[src/rtl/tiny_instr_sequencer_if.sv]
// -----------------------------------------------------------------------------
// tiny_instr_sequencer_if
//   Bus between a controller (loads programs, starts/stops runs) and the
//   tiny_instr_sequencer. Clock and reset stay outside the interface.
//
//   Controller -> sequencer : Load_en, Load_addr, Load_data, Start, Stop
//   Sequencer  -> controller: Instr, Instr_valid, Pc, Busy, Done
//
//   modport master : the controller side
//   modport slave  : the sequencer side
// -----------------------------------------------------------------------------
interface tiny_instr_sequencer_if #(
  parameter int ADDR_W = 4
);
  logic              Load_en;
  logic [ADDR_W-1:0] Load_addr;
  logic [11:0]       Load_data;
  logic              Start;
  logic              Stop;
  logic [11:0]       Instr;
  logic              Instr_valid;
  logic [ADDR_W-1:0] Pc;
  logic              Busy;
  logic              Done;

  modport master (
    output Load_en, Load_addr, Load_data, Start, Stop,
    input  Instr, Instr_valid, Pc, Busy, Done
  );

  modport slave (
    input  Load_en, Load_addr, Load_data, Start, Stop,
    output Instr, Instr_valid, Pc, Busy, Done
  );
endinterface

[src/rtl/tiny_instr_sequencer.sv]
// -----------------------------------------------------------------------------
// tiny_instr_sequencer
//   Program sequencer placed in front of the TinyCPU. It holds a small
//   loadable program memory of 12-bit words. On Start it plays the program
//   from address 0. Each word stays on Instr for HOLD_CYCLES clocks. The run
//   ends at a HALT word or at the last address, and Done is then raised.
//
//   Ports
//     Clk   : rising-edge clock
//     Rst_n : asynchronous active-low reset
//     bus   : tiny_instr_sequencer_if.slave
//             Load_en/Load_addr/Load_data : program write (IDLE/DONE only)
//             Start : run from address 0 (IDLE/DONE only)
//             Stop  : abort, return to IDLE (priority over everything)
//             Instr : registered instruction to the CPU, IDLE_WORD when idle
//             Instr_valid, Pc, Busy, Done : registered status
// -----------------------------------------------------------------------------
module tiny_instr_sequencer #(
  parameter int          ADDR_W      = 4,
  parameter int          HOLD_CYCLES = 4,
  parameter logic [3:0]  HALT_OP     = 4'b1111,
  parameter logic [11:0] IDLE_WORD   = 12'hF00
) (
  input logic                  Clk,
  input logic                  Rst_n,
  tiny_instr_sequencer_if.slave bus
);

  localparam int               DEPTH       = 2 ** ADDR_W;
  localparam logic [7:0]       HOLD_RELOAD = 8'(HOLD_CYCLES - 1);
  localparam logic [ADDR_W-1:0] LAST_ADDR  = ADDR_W'(DEPTH - 1);

  typedef enum logic [1:0] {
    S_IDLE = 2'd0,
    S_RUN  = 2'd1,
    S_DONE = 2'd2
  } state_t;

  // Registered state and outputs
  state_t            r_state;
  logic [11:0]       r_instr;
  logic              r_valid;
  logic [ADDR_W-1:0] r_pc;
  logic [7:0]        r_cnt;
  logic              r_busy;
  logic              r_done;

  logic [11:0]       r_mem [DEPTH];

  // Next-state values
  state_t            w_state;
  logic [11:0]       w_instr;
  logic              w_valid;
  logic [ADDR_W-1:0] w_pc;
  logic [7:0]        w_cnt;
  logic              w_busy;
  logic              w_done;

  logic              w_mem_we;
  logic [ADDR_W-1:0] w_next_pc;
  logic [11:0]       w_first_word;
  logic [11:0]       w_next_word;

  // Writes are accepted only when no program is executing.
  assign w_mem_we     = bus.Load_en && (r_state != S_RUN);
  assign w_next_pc    = r_pc + 1'b1;
  assign w_first_word = r_mem[0];
  assign w_next_word  = r_mem[w_next_pc];

  // NOTE: the program memory has no reset. Its contents must survive Rst_n,
  // and leaving the reset out lets the array map onto plain RAM.
  always_ff @(posedge Clk) begin
    if (w_mem_we) begin
      r_mem[bus.Load_addr] <= bus.Load_data;
    end
  end

  // NOTE: every signal gets a default at the top of this block. Then no path
  // leaves a value unassigned, so no latch can be inferred.
  always_comb begin
    w_state = r_state;
    w_instr = r_instr;
    w_valid = r_valid;
    w_pc    = r_pc;
    w_cnt   = r_cnt;
    w_busy  = r_busy;
    w_done  = r_done;

    if (bus.Stop) begin
      // Abort from any state. In IDLE these values are already present.
      w_state = S_IDLE;
      w_instr = IDLE_WORD;
      w_valid = 1'b0;
      w_pc    = '0;
      w_cnt   = '0;
      w_busy  = 1'b0;
      w_done  = 1'b0;
    end else begin
      unique case (r_state)
        S_IDLE, S_DONE: begin
          // A write in the same cycle wins, and Start is dropped.
          if (bus.Start && !bus.Load_en) begin
            w_pc  = '0;
            w_cnt = HOLD_RELOAD;
            if (w_first_word[11:8] == HALT_OP) begin
              // An empty program completes at once. The HALT word is never forwarded.
              w_state = S_DONE;
              w_instr = IDLE_WORD;
              w_valid = 1'b0;
              w_busy  = 1'b0;
              w_done  = 1'b1;
            end else begin
              w_state = S_RUN;
              w_instr = w_first_word;
              w_valid = 1'b1;
              w_busy  = 1'b1;
              w_done  = 1'b0;
            end
          end
        end

        S_RUN: begin
          if (r_cnt != 8'd0) begin
            w_cnt = r_cnt - 8'd1;
          end else if ((r_pc == LAST_ADDR) || (w_next_word[11:8] == HALT_OP)) begin
            // The run ends. Pc keeps the last executed address. The program
            // never wraps back to address 0.
            w_state = S_DONE;
            w_instr = IDLE_WORD;
            w_valid = 1'b0;
            w_busy  = 1'b0;
            w_done  = 1'b1;
          end else begin
            w_pc    = w_next_pc;
            w_instr = w_next_word;
            w_cnt   = HOLD_RELOAD;
          end
        end

        default: begin
          w_state = S_IDLE;
          w_instr = IDLE_WORD;
          w_valid = 1'b0;
          w_pc    = '0;
          w_cnt   = '0;
          w_busy  = 1'b0;
          w_done  = 1'b0;
        end
      endcase
    end
  end

  // NOTE: state registers use non-blocking assignments. Every register then
  // samples the values from before the edge, whatever order the blocks run in.
  always_ff @(posedge Clk or negedge Rst_n) begin
    if (!Rst_n) begin
      r_state <= S_IDLE;
      r_instr <= IDLE_WORD;
      r_valid <= 1'b0;
      r_pc    <= '0;
      r_cnt   <= '0;
      r_busy  <= 1'b0;
      r_done  <= 1'b0;
    end else begin
      r_state <= w_state;
      r_instr <= w_instr;
      r_valid <= w_valid;
      r_pc    <= w_pc;
      r_cnt   <= w_cnt;
      r_busy  <= w_busy;
      r_done  <= w_done;
    end
  end

  assign bus.Instr       = r_instr;
  assign bus.Instr_valid = r_valid;
  assign bus.Pc          = r_pc;
  assign bus.Busy        = r_busy;
  assign bus.Done        = r_done;

endmodule

[src/flat_wrapper.sv]
// flat-port wrapper written by rule: the top's interface ports become plain ports
module tiny_instr_sequencer_flat 
#(
  parameter int          ADDR_W      = 4,
  parameter int          HOLD_CYCLES = 4,
  parameter logic [3:0]  HALT_OP     = 4'b1111,
  parameter logic [11:0] IDLE_WORD   = 12'hF00
)
  (Clk, Rst_n, bus_Load_en, bus_Load_addr, bus_Load_data, bus_Start, bus_Stop, bus_Instr, bus_Instr_valid, bus_Pc, bus_Busy, bus_Done);
  tiny_instr_sequencer_if #(.ADDR_W(ADDR_W)) bus_i ();
  input logic Clk;
  input logic Rst_n;
  input wire logic [$bits(bus_i.Load_en)-1:0] bus_Load_en;
  input wire logic [$bits(bus_i.Load_addr)-1:0] bus_Load_addr;
  input wire logic [$bits(bus_i.Load_data)-1:0] bus_Load_data;
  input wire logic [$bits(bus_i.Start)-1:0] bus_Start;
  input wire logic [$bits(bus_i.Stop)-1:0] bus_Stop;
  output wire logic [$bits(bus_i.Instr)-1:0] bus_Instr;
  output wire logic [$bits(bus_i.Instr_valid)-1:0] bus_Instr_valid;
  output wire logic [$bits(bus_i.Pc)-1:0] bus_Pc;
  output wire logic [$bits(bus_i.Busy)-1:0] bus_Busy;
  output wire logic [$bits(bus_i.Done)-1:0] bus_Done;
  assign bus_i.Load_en = bus_Load_en;
  assign bus_i.Load_addr = bus_Load_addr;
  assign bus_i.Load_data = bus_Load_data;
  assign bus_i.Start = bus_Start;
  assign bus_i.Stop = bus_Stop;
  assign bus_Instr = bus_i.Instr;
  assign bus_Instr_valid = bus_i.Instr_valid;
  assign bus_Pc = bus_i.Pc;
  assign bus_Busy = bus_i.Busy;
  assign bus_Done = bus_i.Done;
  tiny_instr_sequencer #(.ADDR_W(ADDR_W), .HOLD_CYCLES(HOLD_CYCLES), .HALT_OP(HALT_OP), .IDLE_WORD(IDLE_WORD)) u_core (.Clk(Clk), .Rst_n(Rst_n), .bus(bus_i));
endmodule
[config.mk]
export PLATFORM = sky130hd
export DESIGN_NAME = tiny_instr_sequencer_flat
export DESIGN_NICKNAME = d
export VERILOG_FILES = /design/src/rtl/tiny_instr_sequencer_if.sv /design/src/rtl/tiny_instr_sequencer.sv /design/src/flat_wrapper.sv
export SDC_FILE = /design/constraint.sdc
export NUM_CORES = 1
export LEC_CHECK = 0
export CAP_MARGIN = 40
export CORE_UTILIZATION = 45
export CTS_BUF_LIST = sky130_fd_sc_hd__clkbuf_16
export CTS_CLUSTER_SIZE = 24
export DETAILED_ROUTE_END_ITERATION = 6
export PLACE_DENSITY = 0.74
export SLEW_MARGIN = 10
export SYNTH_ARGS = -nofsm -noshare
export SYNTH_HDL_FRONTEND = slang
export SYNTH_SLANG_ARGS = --single-unit
[constraint.sdc]
create_clock -name Clk -period 5.65 [get_ports Clk]
set_input_delay 0.565 -clock Clk [delete_from_list [all_inputs] [get_ports Clk]]
set_output_delay 0.565 -clock Clk [all_outputs]
set_load 0.03 [all_outputs]
==> reports/summary.txt <==
Avg Inst Size Synth - 19.1 µm²
Worst EP required - 6.02 ns
Post-CTS Setup Bufs - 0
WS Path Type - reg -> reg
Largest family of logic cells by synthesized area - multiplexers
Simple-Gate Fraction of Synth Area - 0.0479
Die width - 142 µm
Mux cell area share after synthesis - 0.167
Final GP Congestion - 0.815
Slew headroom - 0.462
Power per cell area - 381 nW/µm²
Outcome - completed
Setup TNS - 0 ns
CP Launch Type - register
Post-synth EDFFs - 192
Routed vias - 4703
Maximum resistive drop on vdd - 217 µV
Worst slack at placement - 1.77 ns
Row cnt - 50
Remaining Overflow, GRT - 0
Final Hold Viols - 0
Total GRT Usage - 0.203
DRC - 0
Critical path peak fanout - 25
H-Tree Depth - 1
Chip height - 142 µm
Clock skew - 0.0128 ns
Post-DP HPWL - 12.9 mm
Synth Area in XOR/XNOR - 0.00467
Initial antenna violation count - 0
Setup-failing EPs final - 0
PortBufs - 39
Vias per cell - 5.81
Post-CTS Resized - 0
Longest Clk Path Bufs - 3
Most area-hungry cell type in the Yosys netlist - edfxtp_1
Post-synthesis sequential area ratio - 0.727
Drt wl/cell - 24.4 µm
Io pins - 40
Placed Instance Area - 9810 µm²
Static Leak - 3.51 nW
Clock Sink Count - 218
Commonest non-fill, non-tap cell in the layout - edfxtp_1
Core Footprint - 19000 µm²
Synth Instances - 463
Starting Density - 0.466
Post-Synth Adder-Cell Area - 0.00425
Synth Cell Area - 8830 µm²
Synth area leaders - edfxtp_1 (65%), mux4_2 (12%), dfrtp_1 (6.2%)
Worst-path clk slew - 0.06 ns
WL final - 19.7 mm
Post-synth top area share - 0.653
Vias in the first global route - 4965
First-pass GRT wire length - 29.9 mm
Crit path time final - 3.91 ns
Synthesized Nets - 487
Drt initial violations - 472
Critical Path End Type - register
Fraction of layout cells with a size suffix above 1 - 0.253
Ys Warns - 0
Synthesis-to-layout area growth - 19.1%
Cts bufs inserted - 23
Fmax - 0.255 GHz
Most frequent cells in the layout - edfxtp_1 (192), mux4_2 (48), clkdlybuf4s50_1 (39)
CTS Hold Bufs - 0
Die area - 20200 µm²
TritonRoute pass-1 iters - 5
FFs w/ async S/R, synth - 0.119
RSZ-0062 raised after global routing - no
Fin crit share - 0.693
Fin area - 10500 µm²
Yosys cell types - 52
Final slew viol count - 0
Layout Nets - 557
Worst Hold Class - in -> async
Post-synthesis register bit count - 218
CTS root buf - clkbuf_16
Final WS setup - 1.74 ns
Antenna Violating Nets Remaining - 0
Max Cap Viol - 0
Compound-Gate Fraction of Synth Area - 0.0341
Antenna diodes - 0
Largest net degree at the start of global routing - 39
CP arrival - 4.28 ns
TritonCTS clock tree - built
Slew at the pin closest to its max-slew limit - 0.803 ns
Skew-Pair Late Insertion Delay - 0.50 ns
Ys flop type - edfxtp_1
-- area by class of cell --
| class | count | area, µm² |
|---|---|---|
| clock inverters | 18 | 133 |
| inverters | 7 | 26.3 |
| multi-input cells | 217 | 2330 |
| fillers | 1433 | 8440 |
| well taps | 260 | 325 |
| flip-flops and latches | 218 | 6420 |
| clock buffers | 23 | 576 |
| repair buffers | 66 | 701 |
-- layer usage --
layer / GRT usage / part of all wire
met5: 0 / 0
met4: 0.0645 / 0.028
met3: 0.0306 / 0.071
met2: 0.338 / 0.49
met1: 0.278 / 0.42
-- power by group --
| group | switching [mW] | internal [mW] | total (mW) |
|---|---|---|---|
| Clock | 0.592 | 0.829 | 1.42 |
| Sequential | 0.0526 | 1.82 | 1.87 |
| Combinational | 0.380 | 0.337 | 0.717 |
-- per-stage QoR --
step / hold slack [ns] / util / power, mW / cells
2_1_floorplan: 0.269 / - / 2.39 / 463
3_3_place_gp: 0.484 / 0.506 / 2.58 / 752
3_5_place_dp: 0.505 / 0.518 / 2.62 / 768
4_1_cts: 0.479 / 0.555 / 4.04 / 809
5_1_grt: 0.493 / 0.555 / 4.14 / 809
6_report: 0.467 / 0.555 / 4.01 / 809
-- worst paths after layout --
check,startpoint,to,slack [ns],cells past startpoint
max in group asynchronous,Rst_n,u_core.bus.Instr[9],4.86,2
min in group Clk,u_core.r_mem[0][3],u_core.bus.Instr[3],0.52,2
setup / recovery,u_core.bus.Pc[0],u_core.r_cnt[0],1.74,7
setup reg to reg,u_core.bus.Pc[0],u_core.r_cnt[0],1.74,7
hold reg to reg,u_core.r_mem[0][3],u_core.bus.Instr[3],0.52,2
hold / removal,Rst_n,u_core.r_state[1],0.47,2
-- cells by family after synthesis --
logic type               after synthesis
AO/OA/AOI/OAI                         40
XOR/XNOR                               3
adder cells (fa/ha/maj)                3
buffers and inverters                 28
flip-flops                           218
multiplexers                          86
AND/OR/NAND/NOR                       85
-- Yosys cell counts, drive strengths merged (4+ instances only) --
library cell	instances
buf	13
edfxtp	192
clkbuf	8
nor3	6
nand2	16
mux4	48
a22oi	8
mux2i	37
nand2b	8
o22ai	4
inv	7
dfrtp	22
nor2	26
nand3	11
or3	4
o21ai	10
dfstp	4
-- worst max-delay path: stages, from the launching register on --
cell      delay (ns)
dfrtp_4         0.61
ha_1            0.87
buf_4           0.48
mux4_2          0.38
mux2i_1         0.37
a41oi_4         0.41
o21bai_2        0.30
mux2_1          0.35
-- registers in the layout, indices dropped and copies added (netlist names) --
name              flops
u_core.r_state        2
u_core.bus.Instr     12
u_core.r_mem        192
u_core.r_cnt          8
u_core.bus.Pc         4
(Power assumes the default switching activity.)
